[src/rtl/seq_divider_if.sv]
// Start/done handshake bundle between the arithmetic control FSM and seq_divider.
interface seq_divider_if #(
  parameter int WIDTH = 4
);
  logic             start;
  logic [WIDTH-1:0] dividend;
  logic [WIDTH-1:0] divisor;
  logic             busy;
  logic             done;
  logic [WIDTH-1:0] quotient;
  logic [WIDTH-1:0] remainder;
  logic             divByZero;

  modport master (
    output start, dividend, divisor,
    input  busy, done, quotient, remainder, divByZero
  );

  modport slave (
    input  start, dividend, divisor,
    output busy, done, quotient, remainder, divByZero
  );
endinterface

[src/rtl/seq_divider.sv]
// Restoring divider: one shift-and-trial-subtract per clock, start/done handshake.
// Define DIV_SIGNED_EN for two's-complement operands (magnitude core plus sign fix-up).
module seq_divider #(
  parameter int WIDTH = 4
) (
  input  logic         clk,
  input  logic         rst,
  seq_divider_if.slave bus
);

  localparam int CW = $clog2(WIDTH);
  localparam logic [CW-1:0] LAST_ITER = CW'(WIDTH - 1);

  typedef enum logic [1:0] {
    IDLE,
    CALC,
    DONE
  } state_t;

  state_t state, stateNext;

  logic [WIDTH-1:0] dReg;
  logic [WIDTH-1:0] qReg;
  logic [WIDTH-1:0] rReg;
  logic [CW-1:0]    count;
  logic [WIDTH-1:0] quotientReg;
  logic [WIDTH-1:0] remainderReg;
  logic             divByZeroReg;

  logic [WIDTH:0]   trialShift;
  logic [WIDTH:0]   trialDiff;
  logic [WIDTH-1:0] rStep;
  logic [WIDTH-1:0] qStep;
  logic [WIDTH-1:0] opA;
  logic [WIDTH-1:0] opB;
  logic [WIDTH-1:0] qFinal;
  logic [WIDTH-1:0] rFinal;
  logic             zeroDiv;
  logic             lastIter;

  assign zeroDiv  = (bus.divisor == '0);
  assign lastIter = (count == LAST_ITER);

  // The partial remainder stays below the divisor, so it never needs its top bit between iterations.
  always_comb begin
    trialShift = {1'b0, rReg[WIDTH-1:0], qReg[WIDTH-1]};
    trialShift = {rReg, qReg[WIDTH-1]};
    trialDiff  = trialShift - {1'b0, dReg};
    if (!trialDiff[WIDTH]) begin
      rStep = trialDiff[WIDTH-1:0];
      qStep = {qReg[WIDTH-2:0], 1'b1};
    end else begin
      rStep = trialShift[WIDTH-1:0];
      qStep = {qReg[WIDTH-2:0], 1'b0};
    end
  end

`ifdef DIV_SIGNED_EN
  logic signA;
  logic signB;

  always_comb begin
    opA    = bus.dividend[WIDTH-1] ? -bus.dividend : bus.dividend;
    opB    = bus.divisor[WIDTH-1]  ? -bus.divisor  : bus.divisor;
    qFinal = (signA ^ signB) ? -qStep : qStep;
    rFinal = signA ? -rStep : rStep;
  end

  always_ff @(posedge clk or posedge rst) begin
    if (rst) begin
      signA <= 1'b0;
      signB <= 1'b0;
    end else if (state == IDLE && bus.start) begin
      signA <= bus.dividend[WIDTH-1];
      signB <= bus.divisor[WIDTH-1];
    end
  end
`else
  always_comb begin
    opA    = bus.dividend;
    opB    = bus.divisor;
    qFinal = qStep;
    rFinal = rStep;
  end
`endif

  always_ff @(posedge clk or posedge rst) begin
    if (rst) begin
      state <= IDLE;
    end else begin
      state <= stateNext;
    end
  end

  always_comb begin
    stateNext = state;
    case (state)
      IDLE: begin
        if (bus.start) begin
          stateNext = zeroDiv ? DONE : CALC;
        end
      end
      CALC: begin
        if (lastIter) begin
          stateNext = DONE;
        end
      end
      DONE:    stateNext = IDLE;
      default: stateNext = IDLE;
    endcase
  end

  // Result registers load only on entry to DONE; a zero divisor bypasses CALC entirely.
  always_ff @(posedge clk or posedge rst) begin
    if (rst) begin
      dReg         <= '0;
      qReg         <= '0;
      rReg         <= '0;
      count        <= '0;
      quotientReg  <= '0;
      remainderReg <= '0;
      divByZeroReg <= 1'b0;
    end else begin
      case (state)
        IDLE: begin
          if (bus.start) begin
            dReg         <= opB;
            qReg         <= opA;
            rReg         <= '0;
            count        <= '0;
            divByZeroReg <= 1'b0;
            if (zeroDiv) begin
              quotientReg  <= '1;
              remainderReg <= bus.dividend;
              divByZeroReg <= 1'b1;
            end
          end
        end
        CALC: begin
          qReg  <= qStep;
          rReg  <= rStep;
          count <= count + 1'b1;
          if (lastIter) begin
            quotientReg  <= qFinal;
            remainderReg <= rFinal;
          end
        end
        default: ;
      endcase
    end
  end

  assign bus.busy      = (state == CALC);
  assign bus.done      = (state == DONE);
  assign bus.quotient  = quotientReg;
  assign bus.remainder = remainderReg;
  assign bus.divByZero = divByZeroReg;

endmodule

[src/flat_wrapper.sv]
// flat-port wrapper written by rule: the top's interface ports become plain ports
module seq_divider_flat 
#(
  parameter int WIDTH = 4
)
  (clk, rst, bus_start, bus_dividend, bus_divisor, bus_busy, bus_done, bus_quotient, bus_remainder, bus_divByZero);
  seq_divider_if #(.WIDTH(WIDTH)) bus_i ();
  input  logic clk;
  input  logic rst;
  input wire logic [$bits(bus_i.start)-1:0] bus_start;
  input wire logic [$bits(bus_i.dividend)-1:0] bus_dividend;
  input wire logic [$bits(bus_i.divisor)-1:0] bus_divisor;
  output wire logic [$bits(bus_i.busy)-1:0] bus_busy;
  output wire logic [$bits(bus_i.done)-1:0] bus_done;
  output wire logic [$bits(bus_i.quotient)-1:0] bus_quotient;
  output wire logic [$bits(bus_i.remainder)-1:0] bus_remainder;
  output wire logic [$bits(bus_i.divByZero)-1:0] bus_divByZero;
  assign bus_i.start = bus_start;
  assign bus_i.dividend = bus_dividend;
  assign bus_i.divisor = bus_divisor;
  assign bus_busy = bus_i.busy;
  assign bus_done = bus_i.done;
  assign bus_quotient = bus_i.quotient;
  assign bus_remainder = bus_i.remainder;
  assign bus_divByZero = bus_i.divByZero;
  seq_divider #(.WIDTH(WIDTH)) u_core (.clk(clk), .rst(rst), .bus(bus_i));
endmodule
[config.mk]
export PLATFORM = sky130hd
export DESIGN_NAME = seq_divider_flat
export DESIGN_NICKNAME = d
export VERILOG_FILES = /design/src/rtl/seq_divider_if.sv /design/src/rtl/seq_divider.sv /design/src/flat_wrapper.sv
export SDC_FILE = /design/constraint.sdc
export NUM_CORES = 1
export LEC_CHECK = 0
export ABC_AREA = 1
export ABC_CLOCK_PERIOD_IN_PS = 2200
export CORE_ASPECT_RATIO = 1.75
export CORE_UTILIZATION = 55
export CTS_BUF_LIST = sky130_fd_sc_hd__clkbuf_8
export DETAILED_ROUTE_END_ITERATION = 10
export PLACE_DENSITY = 0.92
export SETUP_SLACK_MARGIN = 0.15
export SLEW_MARGIN = 20
export SYNTH_ARGS = -nofsm -noshare
export SYNTH_HDL_FRONTEND = slang
export SYNTH_SLANG_ARGS = --single-unit
export TNS_END_PERCENT = 50
[constraint.sdc]
create_clock -name clk -period 2.2 [get_ports clk]
set_input_delay 0.22 -clock clk [delete_from_list [all_inputs] [get_ports clk]]
set_output_delay 0.22 -clock clk [all_outputs]
set_load 0.05 [all_outputs]
Yosys cells after proc, flatten, opt, wreduce, memory -nomap -nowiden
Cells that the tools add are included.
{"block": "op_classes", "add_sub_neg": 2, "n_eq_ne": 6, "n_mux": 21, "n_reduce_logical": 7}
{"operator": "$mux W4", "n": 9}
{"operator": "$pmux W4 S2", "n": 4}
{"operator": "$mux W2", "n": 4}
{"operator": "$pmux W2 S2", "n": 2}
{"operator": "$reduce_and A2 Y1", "n": 3}
{"operator": "$sub A5 B4 Y5", "n": 1}
{"operator": "$eq A2 B2 Y1 const B", "n": 2}
{"operator": "$logic_not A4 Y1", "n": 1}
{"operator": "$ne A2 B1 Y1 const B", "n": 2}
{"operator": "$reduce_and A4 Y1", "n": 1}
{"operator": "$add A2 B1 Y2 const B", "n": 1}
{"operator": "$eq A2 B1 Y1 const B", "n": 1}
{"operator": "$logic_not A2 Y1", "n": 1}
{"operator": "$mux W1", "n": 2}
{"operator": "$ne A2 B2 Y1 const B", "n": 1}
{"operator": "$reduce_bool A2 Y1", "n": 1}
{"block": "totals", "ff_bits": 25, "inputBits": 11, "output_inout_bits": 11, "elab_cells": 44}

Logic depth before layout (Yosys ltp)
{"block": "logic_depth", "depth_word": 4, "depth_mapped": 12, "depth_no_buf": 12}

Worst setup path after synthesis
No wires, ideal clock.
{"block": "synth_timing", "kind": "flip-flop to flip-flop", "start": "register u_core.qReg[3]", "end": "register u_core.remainderReg[2] (netlist: u_core.bus.remainder[2])", "setup_time_ns": 0.113, "arrival_time_ns": 1.582, "required_ns": 2.087, "slack_ns": 0.505, "path_stages_with_launch": 13, "path_buffers": 0, "synth_period_minus_slack_ns": 1.695, "cell_sequence": "dfrtp_1 > inv_1 > ha_1 > inv_1 > fa_1 > nand2_1 > nand2_1 > nand3_1 > nand2_1 > nand3_1 > nand3_1 > nand2_1 > inv_1"}
{"block": "synth_between", "elab_chain_cells": 4}
{"item": "from (decl)", "line_no": "seq_divider.sv:23", "rtl": "logic [WIDTH-1:0] qReg;"}
{"item": "from (signal assigned)", "line_no": "seq_divider.sv:128", "rtl": "qReg <= opA;"}
{"item": "from (signal assigned)", "line_no": "seq_divider.sv:140", "rtl": "qReg <= qStep;"}
{"item": "$sub A5 B4 Y5", "line_no": "seq_divider.sv:48", "rtl": "trialDiff = trialShift - {1'b0, dReg};"}
{"item": "$mux W4", "line_no": "seq_divider.sv:49", "rtl": "if (!trialDiff[WIDTH]) begin"}
{"item": "$mux W4", "line_no": "seq_divider.sv:143", "rtl": "if (lastIter) begin"}
{"item": "$pmux W4 S2", "line_no": "seq_divider.sv:124", "rtl": "case (state)"}
{"item": "to (signal assigned)", "line_no": "seq_divider.sv:134", "rtl": "remainderReg <= bus.dividend;"}
{"item": "to (signal assigned)", "line_no": "seq_divider.sv:145", "rtl": "remainderReg <= rFinal;"}
{"item": "to (decl)", "line_no": "seq_divider.sv:27", "rtl": "logic [WIDTH-1:0] remainderReg;"}
No other way between the ends. The select of a mux whose other input is x is not followed.
A chain may end at the register's enable or synchronous reset.

Final worst setup path
Same ends and word-level chain as after synthesis.

==> impl_metrics.ini <==
[worst_setup_path]
rrSetupSlack_ns = 0.28
cp-start-kind = register
crit_path_end_kind = register
r2r_start = u_core.qReg[3]$_DFFE_PP0P_
worstPathRequired_ns = 2.37
arrival_ns = 2.09
crit_type = reg2reg
rr_endpoint = u_core.bus.remainder[2]$_DFFE_PP0P_
rr_worst_depth = 12
worstPathMaxFanout = 5

[cts]
hold_buffers = 0
cts_setup_buffers = 0
ctsResizeCount = 0
clk_path_buf_depth = 2
cts_made_buffers = 3
cts-root-buf = clkbuf_8
path_clk_slew_ns = 0.09
clkSinkCount = 25
clock_latency_ns = 0.27
cts_tree = yes
htree_num_levels = 1

[detailed_routing]
drtPass1Iterations = 4
post-route-drc-count = 0
wl_met1_um = 1036
drt_iter0_drc = 39
viasPerCell = 5.452
met3WireLength_um = 85
met2_length_um = 1616
top_layer = met4
via_count = 1134
wire_per_inst_um = 13.54
wl_um = 2817
ant_nets = 0

[sta]
final-setup-viol-count = 0
finalCritPeriodShare_pct = 87.34
relSlewSlack_pct = 65.99
clock.fmax_ghz = 0.5204
worst_pin_slew_ns = 0.5086
slew_violations = 0
fin_skew_ns = 0.007713
rsz0062_at_grt = true
hold_violations = 0
tns_ns = 0
fin_crit_ns = 1.921

[global_route]
grt_pass1_vias = 1152
antenna_found_initial = 0
overflow = 0
grt_max_degree = 26
grt_pass1_wl_um = 4892
grt_use_total_pct = 26.36

[placement]
hpwl_um = 2206
place_inst = 204
gp_congestion = 0.9022
port-buffer-count = 21

[final_layout]
drive_gt1_share_pct = 11.48
n_antenna_cell = 0
stdcell_count = 208
area_delta_synth_final_pct = 19.08
final_net_count = 201
nFillCells = 189
final_core_util_pct = 70.22

[power_and_ir_drop]
peakVddDrop_v = 0.0009341
power.density_mw_per_mm2 = 1760
power_mw = 2.845
p_leak_nw = 0.8111

[synth]
synth_common_cells = nand2_1, dfrtp_1, inv_1, nand3_1, nor2_1
async_flop_share_pct = 100.0
syn_avg_cell_area_um2 = 8.538
seq_area_frac_synth_pct = 46.08
synthesis.nets = 176
synth.area.top_cells = dfrtp_1, nand2_1, nand3_1
synth_top_area_share_pct = 46.08
yosysTopAreaCell = dfrtp_1
synthCells = 159
syn_area_mm2 = 0.001358
synth-edff-count = 0
yosys_warnings = 0
synth_seq_cells = 25
synthFlopType = dfrtp_1
synth_most_common_cell = nand2_1
synth.distinct_cells = 25

[floorplanning]
design.core.area_mm2 = 0.002302
die_w_um = 39.56
rows = 23
floorplan.initialDensity_pct = 58.97
die_area_mm2 = 0.002679
die-height_um = 67.72
ioPinCount = 22

[flow_run]
drv_cap = 0

[status]
status = finished clean

[min_path]
holdCritPathClass = in2async
==> state kept, by name (all words and copies together) (netlist names) <==
signal,count
u_core.bus.quotient,4
u_core.dReg,4
u_core.count,2
u_core.state,2
u_core.bus.remainder,4
u_core.rReg,4
u_core.qReg,4
u_core.bus.divByZero,1
==> cells by family (layout without fill, tap and decap cells) <==
logic type | count (synthesis) | after routing | synth area share [%]
AO/OA/AOI/OAI | 21 | 21 | 9.678
XOR/XNOR | 1 | 1 | 0.6453
adder cells (fa/ha/maj) | 6 | 6 | 6.083
buffers and inverters | 28 | 52 | 10.60
flip-flops | 25 | 25 | 46.08
AND/OR/NAND/NOR | 78 | 78 | 26.91
==> power breakdown <==
group / internal [mW] / leakage [nW] / switching, mW
registers: 0.679 / 0.298 / 0.138
logic: 0.595 / 0.486 / 1.17
clock network: 0.125 / 0.0269 / 0.139
==> worst max-delay path, cell delays in order, from the launching register on <==
cell and delay, ns:
dfrtp_1 0.39, inv_1 0.10, ha_1 0.15, inv_1 0.05
fa_1 0.41, nand2_1 0.09, nand2_1 0.07, nand3_1 0.07
nand2_1 0.15, nand3_1 0.14, nand3_1 0.10, nand2_1 0.07
inv_1 0.03
==> cell type report <==
class / instances / area (um^2) / area share [%]
Timing Repair Buffer: 23 / 222.7 / 13.78
Clock inverter: 1 / 3.754 / 0.2322
Multi-Input combinational cell: 106 / 590.6 / 36.53
Inverter: 25 / 101.3 / 6.269
Sequential cell: 25 / 625.6 / 38.70
Tap cell: 25 / 31.28 / 1.935
Clock buffer: 3 / 41.29 / 2.554
==> how the worst max path moves through the flow <==
stage / from / to / slack [ns]
after CTS: u_core.qReg[3]$_DFFE_PP0P_ / u_core.bus.remainder[1]$_DFFE_PP0P_ / 0.25
after detailed placement: u_core.qReg[3]$_DFFE_PP0P_ / u_core.bus.remainder[1]$_DFFE_PP0P_ / 0.28
final: u_core.qReg[3]$_DFFE_PP0P_ / u_core.bus.remainder[2]$_DFFE_PP0P_ / 0.28
after global routing: u_core.qReg[3]$_DFFE_PP0P_ / u_core.bus.remainder[2]$_DFFE_PP0P_ / 0.13
after global placement: u_core.qReg[3]$_DFFE_PP0P_ / u_core.bus.remainder[1]$_DFFE_PP0P_ / 0.34
after floorplan: u_core.qReg[3]$_DFFE_PP0P_ / u_core.bus.remainder[2]$_DFFE_PP0P_ / 0.51
==> through the flow <==
stage / worst slack, ns / area (um^2) / hold slack (ns)
2_1_floorplan: 0.5050 / 1358 / 0.2473
3_3_place_gp: 0.3361 / 1569 / 0.4694
3_5_place_dp: 0.2826 / 1569 / 0.4825
4_1_cts: 0.2534 / 1614 / 0.3026
5_1_grt: 0.1327 / 1617 / 0.3593
6_report: 0.2786 / 1617 / 0.2883
==> per-layer routing <==
| layer | global-route usage (%) | vias to the layer above |
|---|---|---|
| li1 | - | 562 |
| met1 | 29.10 | 533 |
| met2 | 46.52 | 29 |
| met3 | 3.947 | 10 |
| met4 | 12.50 | 0 |
| met5 | 0 | - |
==> cell usage in the layout (no fill, tap or decap) <==
master           netlist  layout
a211oi_1               1       1
a22o_1                 1       1
o21ai_0                4       4
nand3_2                3       3
o22ai_1                1       1
inv_1                 22      23
xor2_1                 1       1
buf_4                  0       3
nand2_1               31      30
fa_1                   1       1
nor2_2                 6       6
nand3_1               21      21
o21ai_1                3       3
dfrtp_1               25      25
inv_2                  2       2
ha_1                   5       5
a21oi_1                5       5
clkbuf_8               0       3
a31oi_1                4       4
nand2_2                1       2
clkdlybuf4s50_1        0      20
or2_0                  4       4
nor2_1                12      12
inv_8                  1       1
o21ai_4                1       1
o211ai_1               1       1
(Power assumes the default switching activity.)
